[src/rtl/mux_rr_arbiter_pkg.sv]
// Shared types and helpers for the round-robin arbiter that drives the 4:1 mux selects.
package mux_arb_pkg;

  localparam int NUM_REQ = 4;
  localparam int SEL_W   = 2;

  typedef enum logic {
    IDLE  = 1'b0,
    GRANT = 1'b1
  } arb_state_t;

  function automatic logic [SEL_W-1:0] onehot2idx(input logic [NUM_REQ-1:0] oh);
    logic [SEL_W-1:0] idx;
    idx = '0;
    for (int i = 0; i < NUM_REQ; i++) begin
      if (oh[i]) begin
        idx = idx | SEL_W'(i);
      end
    end
    return idx;
  endfunction

  function automatic logic [NUM_REQ-1:0] idx2onehot(input logic [SEL_W-1:0] idx);
    return NUM_REQ'(1) << idx;
  endfunction

endpackage

[src/rtl/mux_rr_arbiter_rr_pick.sv]
// Combinational round-robin pick: scan from ptr upward (mod 4); an excluded
// index loses to every other requester and only wins when it is the sole one.
module rr_pick
  import mux_arb_pkg::*;
(
  input  logic [NUM_REQ-1:0] req,
  input  logic [SEL_W-1:0]   ptr,
  input  logic               excl_en,
  input  logic [SEL_W-1:0]   excl_idx,
  output logic               found,
  output logic [SEL_W-1:0]   idx
);

  logic [NUM_REQ-1:0] excl_mask;
  logic [NUM_REQ-1:0] req_m;
  logic [NUM_REQ-1:0] req_rot;
  logic               found_rot;
  logic [SEL_W-1:0]   off_rot;

  assign excl_mask = excl_en ? idx2onehot(excl_idx) : '0;
  assign req_m     = req & ~excl_mask;

  generate
    for (genvar gi = 0; gi < NUM_REQ; gi++) begin : g_rot
      logic [SEL_W-1:0] src_idx;
      assign src_idx     = ptr + SEL_W'(gi);
      assign req_rot[gi] = req_m[src_idx];
    end
  endgenerate

  // Lowest rotated position wins; scanning downward leaves the lowest hit.
  always_comb begin
    found_rot = 1'b0;
    off_rot   = '0;
    for (int i = NUM_REQ - 1; i >= 0; i--) begin
      if (req_rot[i]) begin
        found_rot = 1'b1;
        off_rot   = SEL_W'(i);
      end
    end
  end

  assign found = found_rot | (excl_en & req[excl_idx]);
  assign idx   = found_rot ? (ptr + off_rot) : excl_idx;

endmodule

[src/rtl/mux_rr_arbiter.sv]
// Round-robin arbiter for four requesters sharing one 4:1 mux; grant and sel are
// registered, tenures are capped at MAX_HOLD transfers and re-arbitrate without a bubble.
module mux_rr_arbiter
  import mux_arb_pkg::*;
#(
  parameter int MAX_HOLD = 4
) (
  input  logic               clk,
  input  logic               rst_n,
  input  logic [NUM_REQ-1:0] req,
  input  logic               out_ready,
  output logic [NUM_REQ-1:0] grant,
  output logic [SEL_W-1:0]   sel,
  output logic               out_valid,
  output logic               busy
);

  localparam int CNT_W = $clog2(MAX_HOLD + 1);
  localparam logic [CNT_W-1:0] CNT_LAST = CNT_W'(MAX_HOLD - 1);

  arb_state_t         state_q, state_d;
  logic [NUM_REQ-1:0] grant_q, grant_d;
  logic [SEL_W-1:0]   sel_q,   sel_d;
  logic [SEL_W-1:0]   ptr_q,   ptr_d;
  logic [CNT_W-1:0]   cnt_q,   cnt_d;
  logic               busy_q,  busy_d;

  logic [SEL_W-1:0]   cur_idx;
  logic [SEL_W-1:0]   next_ptr;
  logic               in_grant;
  logic               xfer;
  logic               last_xfer;
  logic               release_c;
  logic [SEL_W-1:0]   pick_ptr;
  logic               pick_found;
  logic [SEL_W-1:0]   pick_idx;

  assign cur_idx   = onehot2idx(grant_q);
  assign next_ptr  = cur_idx + SEL_W'(1);
  assign in_grant  = (state_q == GRANT);
  assign out_valid = |(grant_q & req);
  assign xfer      = out_valid & out_ready;
  assign last_xfer = xfer && (cnt_q == CNT_LAST);
  // A dropped request and a last-count transfer in the same cycle form one release.
  assign release_c = in_grant && (!req[cur_idx] || last_xfer);

  // In GRANT the pick is only consumed on release, where ptr is about to become g+1.
  assign pick_ptr  = in_grant ? next_ptr : ptr_q;

  rr_pick u_pick (
    .req      (req),
    .ptr      (pick_ptr),
    .excl_en  (in_grant),
    .excl_idx (cur_idx),
    .found    (pick_found),
    .idx      (pick_idx)
  );

  always_comb begin
    state_d = state_q;
    grant_d = grant_q;
    sel_d   = sel_q;
    ptr_d   = ptr_q;
    cnt_d   = cnt_q;
    busy_d  = busy_q;

    unique case (state_q)
      IDLE: begin
        if (pick_found) begin
          state_d = GRANT;
          grant_d = idx2onehot(pick_idx);
          sel_d   = pick_idx;
          cnt_d   = '0;
          busy_d  = 1'b1;
        end
      end

      GRANT: begin
        if (release_c) begin
          ptr_d = next_ptr;
          cnt_d = '0;
          if (pick_found) begin
            grant_d = idx2onehot(pick_idx);
            sel_d   = pick_idx;
          end else begin
            // sel keeps its value so the mux select does not toggle while idle.
            state_d = IDLE;
            grant_d = '0;
            busy_d  = 1'b0;
          end
        end else if (xfer) begin
          cnt_d = cnt_q + CNT_W'(1);
        end
      end

      default: begin
        state_d = IDLE;
        grant_d = '0;
        busy_d  = 1'b0;
      end
    endcase
  end

  always_ff @(posedge clk or negedge rst_n) begin
    if (!rst_n) begin
      state_q <= IDLE;
      grant_q <= '0;
      sel_q   <= '0;
      ptr_q   <= '0;
      cnt_q   <= '0;
      busy_q  <= 1'b0;
    end else begin
      state_q <= state_d;
      grant_q <= grant_d;
      sel_q   <= sel_d;
      ptr_q   <= ptr_d;
      cnt_q   <= cnt_d;
      busy_q  <= busy_d;
    end
  end

  assign grant = grant_q;
  assign sel   = sel_q;
  assign busy  = busy_q;

endmodule

[config.mk]
export PLATFORM = sky130hd
export DESIGN_NAME = mux_rr_arbiter
export DESIGN_NICKNAME = d
export VERILOG_FILES = /design/src/rtl/mux_rr_arbiter_pkg.sv /design/src/rtl/mux_rr_arbiter_rr_pick.sv /design/src/rtl/mux_rr_arbiter.sv
export SDC_FILE = /design/constraint.sdc
export NUM_CORES = 1
export LEC_CHECK = 0
export BUFFER_PORTS_ARGS = -buffer_cell sky130_fd_sc_hd__buf_4
export CORE_MARGIN = 3
export CORE_UTILIZATION = 35
export CTS_CLUSTER_DIAMETER = 100
export DETAILED_ROUTE_END_ITERATION = 10
export MAX_ROUTING_LAYER = met4
export PLACE_DENSITY_LB_ADDON = 0.05
export SLEW_MARGIN = 20
export SYNTH_ARGS = -nofsm -noshare
export SYNTH_HDL_FRONTEND = slang
export SYNTH_SLANG_ARGS = --single-unit
[constraint.sdc]
create_clock -name clk -period 2.8 [get_ports clk]
set_clock_uncertainty 0.2 [all_clocks]
set_input_delay 0.56 -clock clk [delete_from_list [all_inputs] [get_ports clk]]
set_output_delay 0.56 -clock clk [all_outputs]
set_load 0.05 [all_outputs]
==> out/qor.log, run 1 <==
[synth] most area-hungry cell type in the Yosys netlist sky130_fd_sc_hd__dfrtp_1
[drt] wire length per cell 14.43 um
[worst_setup_path] crit end category flip-flop
[synth] sequential fraction of the synthesis area 0.3121
[synth] post-synthesis cell type count 45
[timing] Tightest Pin Transition 0.4509 ns
[worst_setup_path] arrival time of the worst setup path 2.69 ns
[synth] count of flip-flops with a built-in enable after synthesis 0
[worst_setup_path] series of cell instances along the critical path buf_4 -> nor4bb_1 -> o21ai_1 -> o2111ai_2 -> or3_4 -> nand2b_1 -> inv_1 -> ha_1 -> or4_4 -> o21ai_1
[worst_setup_path] Max stage delay on crit path 0.53 ns
[timing] Max Slew Vio Count 0
[layout] area growth from synthesis to layout 29.65%
[floorplanning] Starting Density 0.3715
[synth] share of the synthesized area in the top cell type 0.3121
[power] Worst IR Drop VDD 0.0005993 V
[grt] residual overflow from global routing 0
[outcome] outcome completed
[synth] Primary FF master, synth sky130_fd_sc_hd__dfrtp_1
[layout] total area of multi-input combinational cells 658.1 um^2
[worst_setup_path] Critical Path Fanout Max 6
[drt] First DRT Iteration DRCs 35
[synth] cell with the most instances after synthesis sky130_fd_sc_hd__nand2_1
[synth] cell types with the largest area share after synthesis sky130_fd_sc_hd__dfrtp_1, sky130_fd_sc_hd__nand2_1, sky130_fd_sc_hd__ha_1
[drt] number of design rule violations left after detail routing 0
[synth] synthesized area per cell 8.985 um^2
[timing] sum of negative setup slack 0 ns
[drt] total via count after detailed routing 1006
[drt] via/cell ratio 5.558
[floorplanning] die area 3669 um^2
[cts] CTS tree yes
[synth] yosys synthesis warning count 0
[timing] time the worst path needs with I/O delays and setup 2.687 ns
[timing] worst hold margin 0.2781 ns
[timing] count of endpoints failing hold in the final timing report 0
[floorplanning] core outline area 2805 um^2
[timing] final count of negative-setup-slack endpoints 0
[layout] share of final-layout standard cells stronger than drive strength 1 0.3667
[drt] final antenna-violating net count 0
[worst_setup_path] required time at the worst-slack endpoint 2.80 ns
[cts] clock-pin slew on the worst setup and hold paths 0.08 ns
[cts] clock root cell sky130_fd_sc_hd__clkbuf_4
[floorplanning] width of the die 60.57 um
[cts] Num Clock Sinks 13
[power] Total Power 1883 uW
[grt] first-pass GRT wire length 4.153 mm
[cts] Skew-Pair Late Insertion Delay 0.28 ns
[layout] Inserted Diodes 0
[synth] flops & latches, synth 13
[place] Routability Congestion 0.8204
[worst_setup_path] reg2reg path depth 10
[flow_run] number of maximum-capacitance violations 0
[synth] Post-Synthesis Net Count 127
[grt] number of antenna violations at the first check in global routing 0
[cts] CTS Buf Count 3
[cts] maximum clock insertion buffer count 2
[timing] share of the cycle needed by the critical path after routing 0.9598
[cts] CTS H-tree lvls 1
[worst_setup_path] cell repeated most along the worst path sky130_fd_sc_hd__o21ai_1
[synth] cell count after synthesis 116
[timing] headroom to the max-slew limit 0.6994
[worst_setup_path] slowest cell on the critical path sky130_fd_sc_hd__or4_4
[synth] proportion of register bits with asynchronous set or reset after synthesis 1.000
[floorplanning] site row count 19
[layout] nets@finish 162
[floorplanning] floorplan die height 60.57 um
[worst_setup_path] Worst Setup Start Kind flip-flop
[worst_setup_path] Crit Path Category flip-flop to flip-flop
[grt] largest net degree at the start of global routing 14
[synth] Post-Syn Area 1042 um^2
[timing] fmax 372.1 MHz
[power] PwrDens 1394 nW/um^2
[floorplanning] top-level I/O count 15
[drt] Detailed Routing Iterations Pass 1 4
[min_path] path class of the lowest-slack min-delay path flip-flop to flip-flop
[synth] ranking of synthesized cells by instance count sky130_fd_sc_hd__nand2_1, sky130_fd_sc_hd__dfrtp_1, sky130_fd_sc_hd__inv_1, sky130_fd_sc_hd__o21ai_0, sky130_fd_sc_hd__o31ai_1
[drt] post-detailed-routing wire length 2.611 mm
[grt] vias in the first global route 928
[layout] number of fill cells in the layout 279
[place] detailed placer's ending HPWL 2.137 mm
[place] Port Buffers 14
[power] LEAKAGE 0.0006423 uW
[layout] storage element area 329.1 um^2
[min_path] number of stages on the worst hold path 2
[grt] GRT Overall Usage 0.1585
-- cells by family after synthesis --
family	count (synthesis)	share of synthesized area
AO/OA/AOI/OAI	43	0.3109
AND/OR/NAND/NOR	36	0.1933
multiplexers	6	0.06122
XOR/XNOR	1	0.008405
flip-flops	13	0.3121
adder cells (fa/ha/maj)	4	0.04802
buffers and inverters	13	0.06603
-- sequential cells by signal (all words and copies together) (netlist names) --
| register | flops |
|---|---|
| busy | 1 |
| cnt_q | 3 |
| ptr_q | 2 |
| in_grant | 1 |
| grant | 4 |
| sel | 2 |
-- where the power goes --
part | internal (uW) | total (uW) | leakage (uW) | switching (uW)
clock network | 55.2 | 116 | 0.0000150 | 61.0
registers | 268 | 329 | 0.000163 | 61.4
logic | 644 | 1440 | 0.000465 | 794
-- cell usage in the layout, fill, tap and decap left out, types with 2 or more instances in the layout --
cell type / netlist / final
sky130_fd_sc_hd__a21o_1: 2 / 2
sky130_fd_sc_hd__a21oi_1: 3 / 2
sky130_fd_sc_hd__a21oi_2: 1 / 2
sky130_fd_sc_hd__a22o_1: 3 / 3
sky130_fd_sc_hd__buf_4: 0 / 32
sky130_fd_sc_hd__clkbuf_4: 0 / 3
sky130_fd_sc_hd__dfrtp_1: 13 / 10
sky130_fd_sc_hd__dfrtp_2: 0 / 3
sky130_fd_sc_hd__ha_1: 4 / 3
sky130_fd_sc_hd__inv_1: 8 / 8
sky130_fd_sc_hd__mux2_2: 3 / 2
sky130_fd_sc_hd__mux2i_1: 3 / 3
sky130_fd_sc_hd__nand2_1: 16 / 16
sky130_fd_sc_hd__nand2b_1: 2 / 2
sky130_fd_sc_hd__nand3_1: 2 / 2
sky130_fd_sc_hd__nor2_1: 4 / 4
sky130_fd_sc_hd__nor4bb_1: 2 / 2
sky130_fd_sc_hd__o21a_1: 2 / 2
sky130_fd_sc_hd__o21ai_0: 8 / 4
sky130_fd_sc_hd__o21ai_1: 4 / 8
sky130_fd_sc_hd__o31ai_1: 5 / 5
sky130_fd_sc_hd__o41ai_1: 2 / 2
sky130_fd_sc_hd__or2_2: 2 / 2
-- metrics by stage --
stage / utilization / setup slack, ns / cells / instance area, um^2
final: 0.4817 / 0.1127 / 181 / 1351
after global placement: 0.4550 / 0.04072 / 173 / 1276
after detailed placement: 0.4550 / 0.02547 / 173 / 1276
after global routing: 0.4817 / -0.01809 / 181 / 1351
after floorplan: - / -0.06942 / 116 / 1045
after CTS: 0.4679 / 0.04690 / 178 / 1313
-- area by class of cell --
cell class              count  area share
multi-input cells          90      0.4870
flip-flops and latches     13      0.2435
repair buffers             34      0.1944
well taps                  31     0.02870
inverters                   9     0.02685
clock buffers               4     0.01944
-- timing repair --
item / 4_1_cts / 5_1_grt
hold endpoints to repair: 13 / 0
setup endpoints to repair: 0 / 10
setup buffers: 0 / 3
hold buffers: 1 / 0
gates resized for setup: 0 / 8
-- worst max-delay path, delay by kind of cell (launching register included) --
| family | cells | cell delay, ns |
|---|---|---|
| compound gates | 3 | 0.45 |
| fa+ha+maj | 1 | 0.19 |
| buf+inv | 2 | 0.22 |
| flops | 1 | 0.46 |
| simple gates | 4 | 1.12 |
-- path summary, 6_finish.rpt --
check	from	endpoint	slack [ns]
setup / recovery	grant[3]$_DFFE_PN0P_	cnt_q[0]$_DFFE_PN0P_	0.11
min in group asynchronous	rst_n	cnt_q[2]$_DFFE_PN0P_	0.45
setup reg to reg	grant[3]$_DFFE_PN0P_	cnt_q[0]$_DFFE_PN0P_	0.11
hold reg to reg	sel[1]$_DFFE_PN0P_	sel[1]$_DFFE_PN0P_	0.28
hold / removal	sel[1]$_DFFE_PN0P_	sel[1]$_DFFE_PN0P_	0.28
max in group asynchronous	rst_n	grant[3]$_DFFE_PN0P_	1.76
-- routing by layer --
metal | track usage | up-vias | share of wire | wire length, um
met5 | - | - | 0 | 0
met3 | 0.03830 | 2 | 0.029 | 77
li1 | - | 506 | - | -
met4 | 0.02786 | 0 | 0.0038 | 10
met2 | 0.2443 | 22 | 0.47 | 1228
met1 | 0.2138 | 476 | 0.50 | 1296
Note: power is estimated with default switching activity, not from simulation.
==> run 2: changes to the inputs <==
Settings changed: SETUP_SLACK_MARGIN set to 0.15.
==> run 2 against run 1 <==
Sequential share of layout area fell by 3.1 points. Core utilization rose by 7.3 points. Combinational power rose by 22%. Largest power group unchanged.
==> out/qor.log, run 2 (synthesis gave the netlist of run 1 again) <==
[layout] share of final-layout standard cells stronger than drive strength 1 0.5380 [was 0.3667]
[timing] time the worst path needs with I/O delays and setup 2.607 ns [was 2.687 ns]
[timing] fmax 383.6 MHz [was 372.1 MHz]
[layout] area of all placed cells without fillers 1556 um^2 [was 1351 um^2]
[min_path] hold path endpoint cnt_q[0]$_DFFE_PN0P_ [was sel[1]$_DFFE_PN0P_]
[power] sequential power share 0.154 [was 0.175]
[cts] CTS Buf Count 3 [unchanged]
[power] switching component of the power 1073 uW [was 916.5 uW]
[grt] number of antenna violations at the first check in global routing 0 [unchanged]
[worst_setup_path] arrival time of the worst setup path 2.58 ns [was 2.69 ns]
[timing] Max Slew Vio Count 0 [unchanged]
[min_path] Min-Delay Startpoint cnt_q[0]$_DFFE_PN0P_ [was sel[1]$_DFFE_PN0P_]
[grt] met3 track demand over resource in global routing 0.04468 [was 0.03830]
[grt] first-pass GRT wire length 4.326 mm [was 4.153 mm]
[floorplanning] width of the die 60.57 um [unchanged]
[layout] Inserted Diodes 0 [unchanged]
[timing] worst hold margin 0.2859 ns [was 0.2781 ns]
[power] clock group share of total power 0.054 [was 0.062]
[worst_setup_path] reg2reg path depth 9 [was 10]
[layout] final core utilization 0.5549 [was 0.4817]
[worst_setup_path] Crit Path Category flip-flop to flip-flop [unchanged]
[layout] most common cell after layout, fill and taps aside sky130_fd_sc_hd__buf_4 [unchanged]
[place] Post-Place Cell Area 1287 um^2 [was 1276 um^2]
[timing] headroom to the max-slew limit 0.6174 [was 0.6994]
[worst_setup_path] series of cell instances along the critical path buf_4 -> or3b_2 -> a21boi_2 -> buf_4 -> o2111ai_2 -> nor4_2 -> buf_4 -> a32oi_4 -> o31ai_2 [was buf_4 -> nor4bb_1 -> o21ai_1 -> o2111ai_2 -> or3_4 -> nand2b_1 -> inv_1 -> ha_1 -> or4_4 -> o21ai_1]
[grt] largest net degree at the start of global routing 14 [unchanged]
[worst_setup_path] cell repeated most along the worst path sky130_fd_sc_hd__buf_4 [was sky130_fd_sc_hd__o21ai_1]
[worst_setup_path] Max stage delay on crit path 0.47 ns [was 0.53 ns]
[outcome] outcome completed [unchanged]
[timing] count of endpoints failing hold in the final timing report 0 [unchanged]
[place] placed cell count 169 [was 173]
[grt] GRT Overall Usage 0.1677 [was 0.1585]
[grt] vias in the first global route 909 [was 928]
[drt] Detailed Routing Iterations Pass 1 4 [unchanged]
[drt] number of design rule violations left after detail routing 0 [unchanged]
[power] fraction of power spent switching nets 0.4831 [was 0.4867]
[min_path] number of stages on the worst hold path 1 [was 2]
[drt] via/cell ratio 5.571 [was 5.558]
[place] Routability Congestion 0.8846 [was 0.8204]
[floorplanning] top-level I/O count 15 [unchanged]
[layout] Post-Layout Cell Count 189 [was 181]
[cts] Skew-Pair Late Insertion Delay 0.28 ns [about the same]
[drt] final antenna-violating net count 0 [unchanged]
[power] portion of total power attributed to combinational logic 0.792 [was 0.764]
[cts] maximum clock insertion buffer count 2 [unchanged]
[grt] fraction of met2 tracks used by global routing 0.2565 [was 0.2443]
[worst_setup_path] reg-to-reg critical path startpoint grant[1]$_DFFE_PN0P_ [was grant[3]$_DFFE_PN0P_]
[drt] First DRT Iteration DRCs 37 [was 35]
[worst_setup_path] end of the worst register-to-register path grant[1]$_DFFE_PN0P_ [was cnt_q[0]$_DFFE_PN0P_]
[floorplanning] core outline area 2805 um^2 [unchanged]
[place] Port Buffers 14 [unchanged]
[drt] wire length per cell 15.88 um [was 14.43 um]
[power] internal power 1148 uW [was 966.7 uW]
[place] detailed placer's ending HPWL 2.214 mm [was 2.137 mm]
[cts] CTS tree yes [unchanged]
[cts] CTS H-tree lvls 1 [unchanged]
[floorplanning] site row count 19 [unchanged]
[timing] sum of negative setup slack 0 ns [unchanged]
[worst_setup_path] Worst Setup Start Kind flip-flop [unchanged]
[drt] total via count after detailed routing 1053 [was 1006]
[timing] Tightest Pin Transition 0.5739 ns [was 0.4509 ns]
[grt] GR met1 Demand/Resource 0.2260 [was 0.2138]
[worst_setup_path] Critical Path Fanout Max 7 [was 6]
[layout] number of fill cells in the layout 264 [was 279]
[worst_setup_path] crit end category flip-flop [unchanged]
[layout] storage element area 330.3 um^2 [was 329.1 um^2]
[worst_setup_path] flop2flop setup slack 0.19 ns [was 0.11 ns]
[power] LEAKAGE 0.0007050 uW [was 0.0006423 uW]
[flow_run] number of maximum-capacitance violations 0 [unchanged]
[grt] residual overflow from global routing 0 [unchanged]
[timing] RSZ-0062 raised after global routing true
[floorplanning] Starting Density 0.3715 [unchanged]
[min_path] path class of the lowest-slack min-delay path flip-flop to flip-flop [unchanged]
[layout] total area of multi-input combinational cells 803.3 um^2 [was 658.1 um^2]
[worst_setup_path] slowest cell on the critical path sky130_fd_sc_hd__dfrtp_2 [was sky130_fd_sc_hd__or4_4]
[drt] post-detailed-routing wire length 3.002 mm [was 2.611 mm]
[layout] Largest register FFs 4 [unchanged]
[layout] commonest non-fill, non-tap cells in the layout sky130_fd_sc_hd__buf_4, sky130_fd_sc_hd__nand2_1, sky130_fd_sc_hd__dfrtp_1 [unchanged]
[layout] area growth from synthesis to layout 49.34% [was 29.65%]
[grt] most utilized layer in the global route result met2 [unchanged]
[floorplanning] floorplan die height 60.57 um [unchanged]
[layout] nets@finish 170 [was 162]
[timing] final count of negative-setup-slack endpoints 0 [unchanged]
[timing] share of the cycle needed by the critical path after routing 0.9311 [was 0.9598]
[cts] clock root cell sky130_fd_sc_hd__clkbuf_4 [unchanged]
[floorplanning] die area 3669 um^2 [unchanged]
[cts] clock-pin slew on the worst setup and hold paths 0.09 ns [was 0.08 ns]
[worst_setup_path] required time at the worst-slack endpoint 2.77 ns [was 2.80 ns]
[cts] Num Clock Sinks 13 [unchanged]
[power] PwrDens 1427 nW/um^2 [was 1394 nW/um^2]
[power] Worst IR Drop VDD 0.0009011 V [was 0.0005993 V]
[run 2: cell count changes in the layout (fill, tap and decap cells not counted), moves of 2 or more]
cell	delta
sky130_fd_sc_hd__o21ai_1	-5
sky130_fd_sc_hd__a21oi_1	-2
sky130_fd_sc_hd__o21ai_4	+2
sky130_fd_sc_hd__buf_4	+8
sky130_fd_sc_hd__nor4bb_1	-2
sky130_fd_sc_hd__a21oi_4	+2
sky130_fd_sc_hd__o21ai_2	+4
[run 2: layout make-up]
type                            count  area share
Multi-Input combinational cell     90      0.5161
Inverter                            9     0.02331
Tap cell                           31     0.02492
Sequential cell                    13      0.2122
Clock buffer                        4     0.01688
Timing Repair Buffer               42      0.2066
[run 2: repair_timing]
item | in CTS | in global routing
pin swaps | 0 | 9
buffers inserted | 0 | 15
resized for setup | 2 | 28
hold buffers | 1 | 0
endpoints found under the hold margin | 13 | 0
endpoints found under the setup margin | 5 | 10
[run 2: worst max path at each step]
stage / startpoint / end / slack (ns) / depth (start not counted)
2_1_floorplan: grant[3]$_DFFE_PN0P_ / cnt_q[0]$_DFFE_PN0P_ / 0.05 / 10
3_5_place_dp: req[2] / cnt_q[1]$_DFFE_PN0P_ / 0.01 / 9
3_3_place_gp: req[2] / cnt_q[1]$_DFFE_PN0P_ / 0.04 / 9
4_1_cts: grant[3]$_DFFE_PN0P_ / cnt_q[1]$_DFFE_PN0P_ / 0.16 / 8
5_1_grt: grant[1]$_DFFE_PN0P_ / grant[1]$_DFFE_PN0P_ / 0.11 / 9
6_report: grant[1]$_DFFE_PN0P_ / grant[1]$_DFFE_PN0P_ / 0.19 / 9
[run 2: per-layer routing]
| metal | wire, um | vias up |
|---|---|---|
| met4 | 13 | 0 |
| met2 | 1457 | 16 |
| met3 | 103 | 2 |
| met5 | 0 | - |
| met1 | 1428 | 513 |
| li1 | - | 522 |
[run 2: through the flow]
stage          power, uW  setup WS (ns)
6_report            2221         0.1931
5_1_grt             2364         0.1145
4_1_cts             1894         0.1582
3_5_place_dp        1760        0.01161
3_3_place_gp        1762        0.03833
2_1_floorplan       1377        0.05126
[run 2: worst max-delay path, delay by kind of cell (launching register included)]
family	cells	cell delay [ns]
AND/OR/NAND/NOR	2	0.68
AO/OA/AOI/OAI	4	0.67
buffers and inverters	3	0.49
flip-flops	1	0.47
[run 2: power by group through the flow]
stage | Clock, uW | Combinational [uW] | Sequential (uW)
after detailed placement | 0 | 1410 | 355
after global routing | 134 | 1880 | 353
after floorplan | 0 | 927 | 450
after CTS | 124 | 1420 | 355
after global placement | 0 | 1410 | 356
final | 120 | 1760 | 342
==> run 3: changes to the inputs <==
Settings changed: SLEW_MARGIN 20 to 0.
Clock period 2.8 ns to 3.07 ns, I/O delays scaled along.
==> run 3 against run 2 <==
Die area unchanged. Via count is 7.8% lower. Cell area shrank 16%. Largest cell class unchanged. Sequential power down 6.7%. Largest power group unchanged. Global-route usage down 0.20 points. Critical endpoint is now cnt_q[1]$_DFFE_PN0P_. Power is 25% lower. Sequential cell count did not move.
==> out/qor.log, run 3 (synthesis gave the netlist of run 1 again) <==
[floorplanning] site row count 19 [unchanged]
[power] LEAKAGE 0.0005978 uW [was 0.0007050 uW]
[cts] clock root cell sky130_fd_sc_hd__clkbuf_4 [unchanged]
[layout] most common cell after layout, fill and taps aside sky130_fd_sc_hd__buf_4 [unchanged]
[drt] post-detailed-routing wire length 2.639 mm [was 3.002 mm]
[place] Routability Congestion 0.8703 [was 0.8846]
[layout] Largest register FFs 4 [unchanged]
[cts] CTS H-tree lvls 1 [unchanged]
[grt] GRT Overall Usage 0.1657 [was 0.1677]
[floorplanning] width of the die 60.57 um [unchanged]
[layout] Inserted Diodes 0 [unchanged]
[layout] nets@finish 153 [was 170]
[worst_setup_path] Crit Path Category flip-flop to flip-flop [unchanged]
[timing] RSZ-0062 raised after global routing false [was true]
[layout] share of final-layout standard cells stronger than drive strength 1 0.3475 [was 0.5380]
[power] switching component of the power 835.8 uW [was 1073 uW]
[worst_setup_path] Worst Setup Start Kind flip-flop [unchanged]
[min_path] number of stages on the worst hold path 2 [was 1]
[grt] number of antenna violations at the first check in global routing 0 [unchanged]
[drt] wire length per cell 15.34 um [was 15.88 um]
[timing] time the worst path needs with I/O delays and setup 2.830 ns [was 2.607 ns]
[power] portion of total power attributed to combinational logic 0.742 [was 0.792]
[layout] final core utilization 0.4639 [was 0.5549]
[timing] count of endpoints failing hold in the final timing report 0 [unchanged]
[worst_setup_path] required time at the worst-slack endpoint 3.07 ns [was 2.77 ns]
[flow_run] number of maximum-capacitance violations 0 [unchanged]
[worst_setup_path] Critical Path Fanout Max 6 [was 7]
[floorplanning] core outline area 2805 um^2 [unchanged]
[drt] via/cell ratio 5.645 [was 5.571]
[cts] Num Clock Sinks 13 [unchanged]
[place] Place WS 0.1464 ns [was 0.01161 ns]
[power] PwrDens 1272 nW/um^2 [was 1427 nW/um^2]
[worst_setup_path] crit end category flip-flop [unchanged]
[power] fraction of power spent switching nets 0.5050 [was 0.4831]
[drt] total via count after detailed routing 971 [was 1053]
[timing] Max Slew Vio Count 0 [unchanged]
[place] detailed placer's ending HPWL 2.097 mm [was 2.214 mm]
[cts] maximum clock insertion buffer count 2 [unchanged]
[grt] vias in the first global route 906 [was 909]
[place] Port Buffers 14 [unchanged]
[grt] residual overflow from global routing 0 [unchanged]
[drt] First DRT Iteration DRCs 51 [was 37]
[layout] commonest non-fill, non-tap cells in the layout sky130_fd_sc_hd__buf_4, sky130_fd_sc_hd__nand2_1, sky130_fd_sc_hd__dfrtp_1 [unchanged]
[worst_setup_path] reg2reg path depth 9 [unchanged]
[layout] area growth from synthesis to layout 24.85% [was 49.34%]
[floorplanning] Starting Density 0.3715 [unchanged]
[floorplanning] top-level I/O count 15 [unchanged]
[drt] Detailed Routing Iterations Pass 1 4 [unchanged]
[power] internal power 819.4 uW [was 1148 uW]
[cts] Skew-Pair Late Insertion Delay 0.28 ns [about the same]
[outcome] outcome completed [unchanged]
[timing] Tightest Pin Transition 0.7357 ns [was 0.5739 ns]
[grt] first-pass GRT wire length 4.353 mm [was 4.326 mm]
[floorplanning] floorplan die height 60.57 um [unchanged]
[drt] final antenna-violating net count 0 [unchanged]
[cts] CTS tree yes [unchanged]
[power] clock group share of total power 0.066 [was 0.054]
[cts] clock-pin slew on the worst setup and hold paths 0.08 ns [was 0.09 ns]
[worst_setup_path] arrival time of the worst setup path 2.83 ns [was 2.58 ns]
[timing] sum of negative setup slack 0 ns [unchanged]
[min_path] path class of the lowest-slack min-delay path flip-flop to flip-flop [unchanged]
[timing] final count of negative-setup-slack endpoints 0 [unchanged]
[timing] smallest setup slack after layout 0.2397 ns [was 0.1931 ns]
[timing] headroom to the max-slew limit 0.5031 [was 0.6174]
[floorplanning] die area 3669 um^2 [unchanged]
[power] Worst IR Drop VDD 0.0006698 V [was 0.0009011 V]
[grt] largest net degree at the start of global routing 14 [unchanged]
[timing] fmax 353.3 MHz [was 383.6 MHz]
[drt] number of design rule violations left after detail routing 0 [unchanged]
[power] sequential power share 0.193 [was 0.154]
[cts] CTS Buf Count 3 [unchanged]
[timing] share of the cycle needed by the critical path after routing 0.9219 [was 0.9311]
## run 3: final timing paths
check                                     start                   end  slack, ns
setup / recovery           grant[3]$_DFFE_PN0P_  cnt_q[1]$_DFFE_PN0P_       0.24
hold / removal             cnt_q[2]$_DFFE_PN0P_  cnt_q[2]$_DFFE_PN0P_       0.29
setup reg to reg           grant[3]$_DFFE_PN0P_  cnt_q[1]$_DFFE_PN0P_       0.24
hold reg to reg            cnt_q[2]$_DFFE_PN0P_  cnt_q[2]$_DFFE_PN0P_       0.29
max in group asynchronous                 rst_n    in_grant$_DFF_PN0_       1.97
min in group asynchronous                 rst_n  ptr_q[1]$_DFFE_PN0P_       0.51
## run 3: cell type report
cell class / instances / area [um^2]
Fill cell: 281 / 1504
Multi-Input combinational cell: 90 / 668.1
Sequential cell: 13 / 329.1
Timing Repair Buffer: 25 / 202.7
Tap cell: 31 / 38.79
Inverter: 9 / 36.28
Clock buffer: 4 / 26.28
## run 3: metal layers
metal | routed length (um) | GRT usage | vias up
met5 | 0 | - | -
met4 | 0 | 0.03096 | 0
met3 | 126 | 0.04468 | 0
met2 | 1207 | 0.2519 | 17
met1 | 1305 | 0.2229 | 462
li1 | - | - | 492
## run 3: critical path: stages, from the launching register on
cell	delay, ns
sky130_fd_sc_hd__dfrtp_2	0.47
sky130_fd_sc_hd__buf_12	0.15
sky130_fd_sc_hd__or3b_2	0.50
sky130_fd_sc_hd__a21boi_4	0.22
sky130_fd_sc_hd__o21ai_0	0.16
sky130_fd_sc_hd__nand2b_1	0.12
sky130_fd_sc_hd__inv_1	0.05
sky130_fd_sc_hd__ha_1	0.19
sky130_fd_sc_hd__or4_4	0.53
sky130_fd_sc_hd__o21ai_1	0.16
## run 3: power groups by stage
| stage | Combinational (uW) | Sequential [uW] | Clock [uW] |
|---|---|---|---|
| 5_1_grt | 1340 | 332 | 126 |
| 3_3_place_gp | 1150 | 324 | 0 |
| 4_1_cts | 1150 | 321 | 114 |
| 3_5_place_dp | 1140 | 325 | 0 |
| 2_1_floorplan | 771 | 407 | 0 |
| 6_report | 1230 | 319 | 109 |
## run 3: what timing repair did
| action | 4_1_cts | 5_1_grt |
|---|---|---|
| setup endpoints to repair | 0 | 9 |
| gates resized for setup | 0 | 8 |
| hold buffers | 1 | 0 |
| endpoints found under the hold margin | 13 | 0 |
| buffers inserted | 0 | 5 |
## run 3: stage by stage
stage | hold WS (ns) | instances | total power, uW | area (um^2)
after detailed placement | 0.2728 | 162 | 1468 | 1194
after CTS | 0.2952 | 167 | 1581 | 1230
after floorplan | 0.1184 | 116 | 1178 | 1045
after global placement | 0.2659 | 162 | 1472 | 1194
after global routing | 0.3091 | 172 | 1802 | 1301
final | 0.2861 | 172 | 1655 | 1301
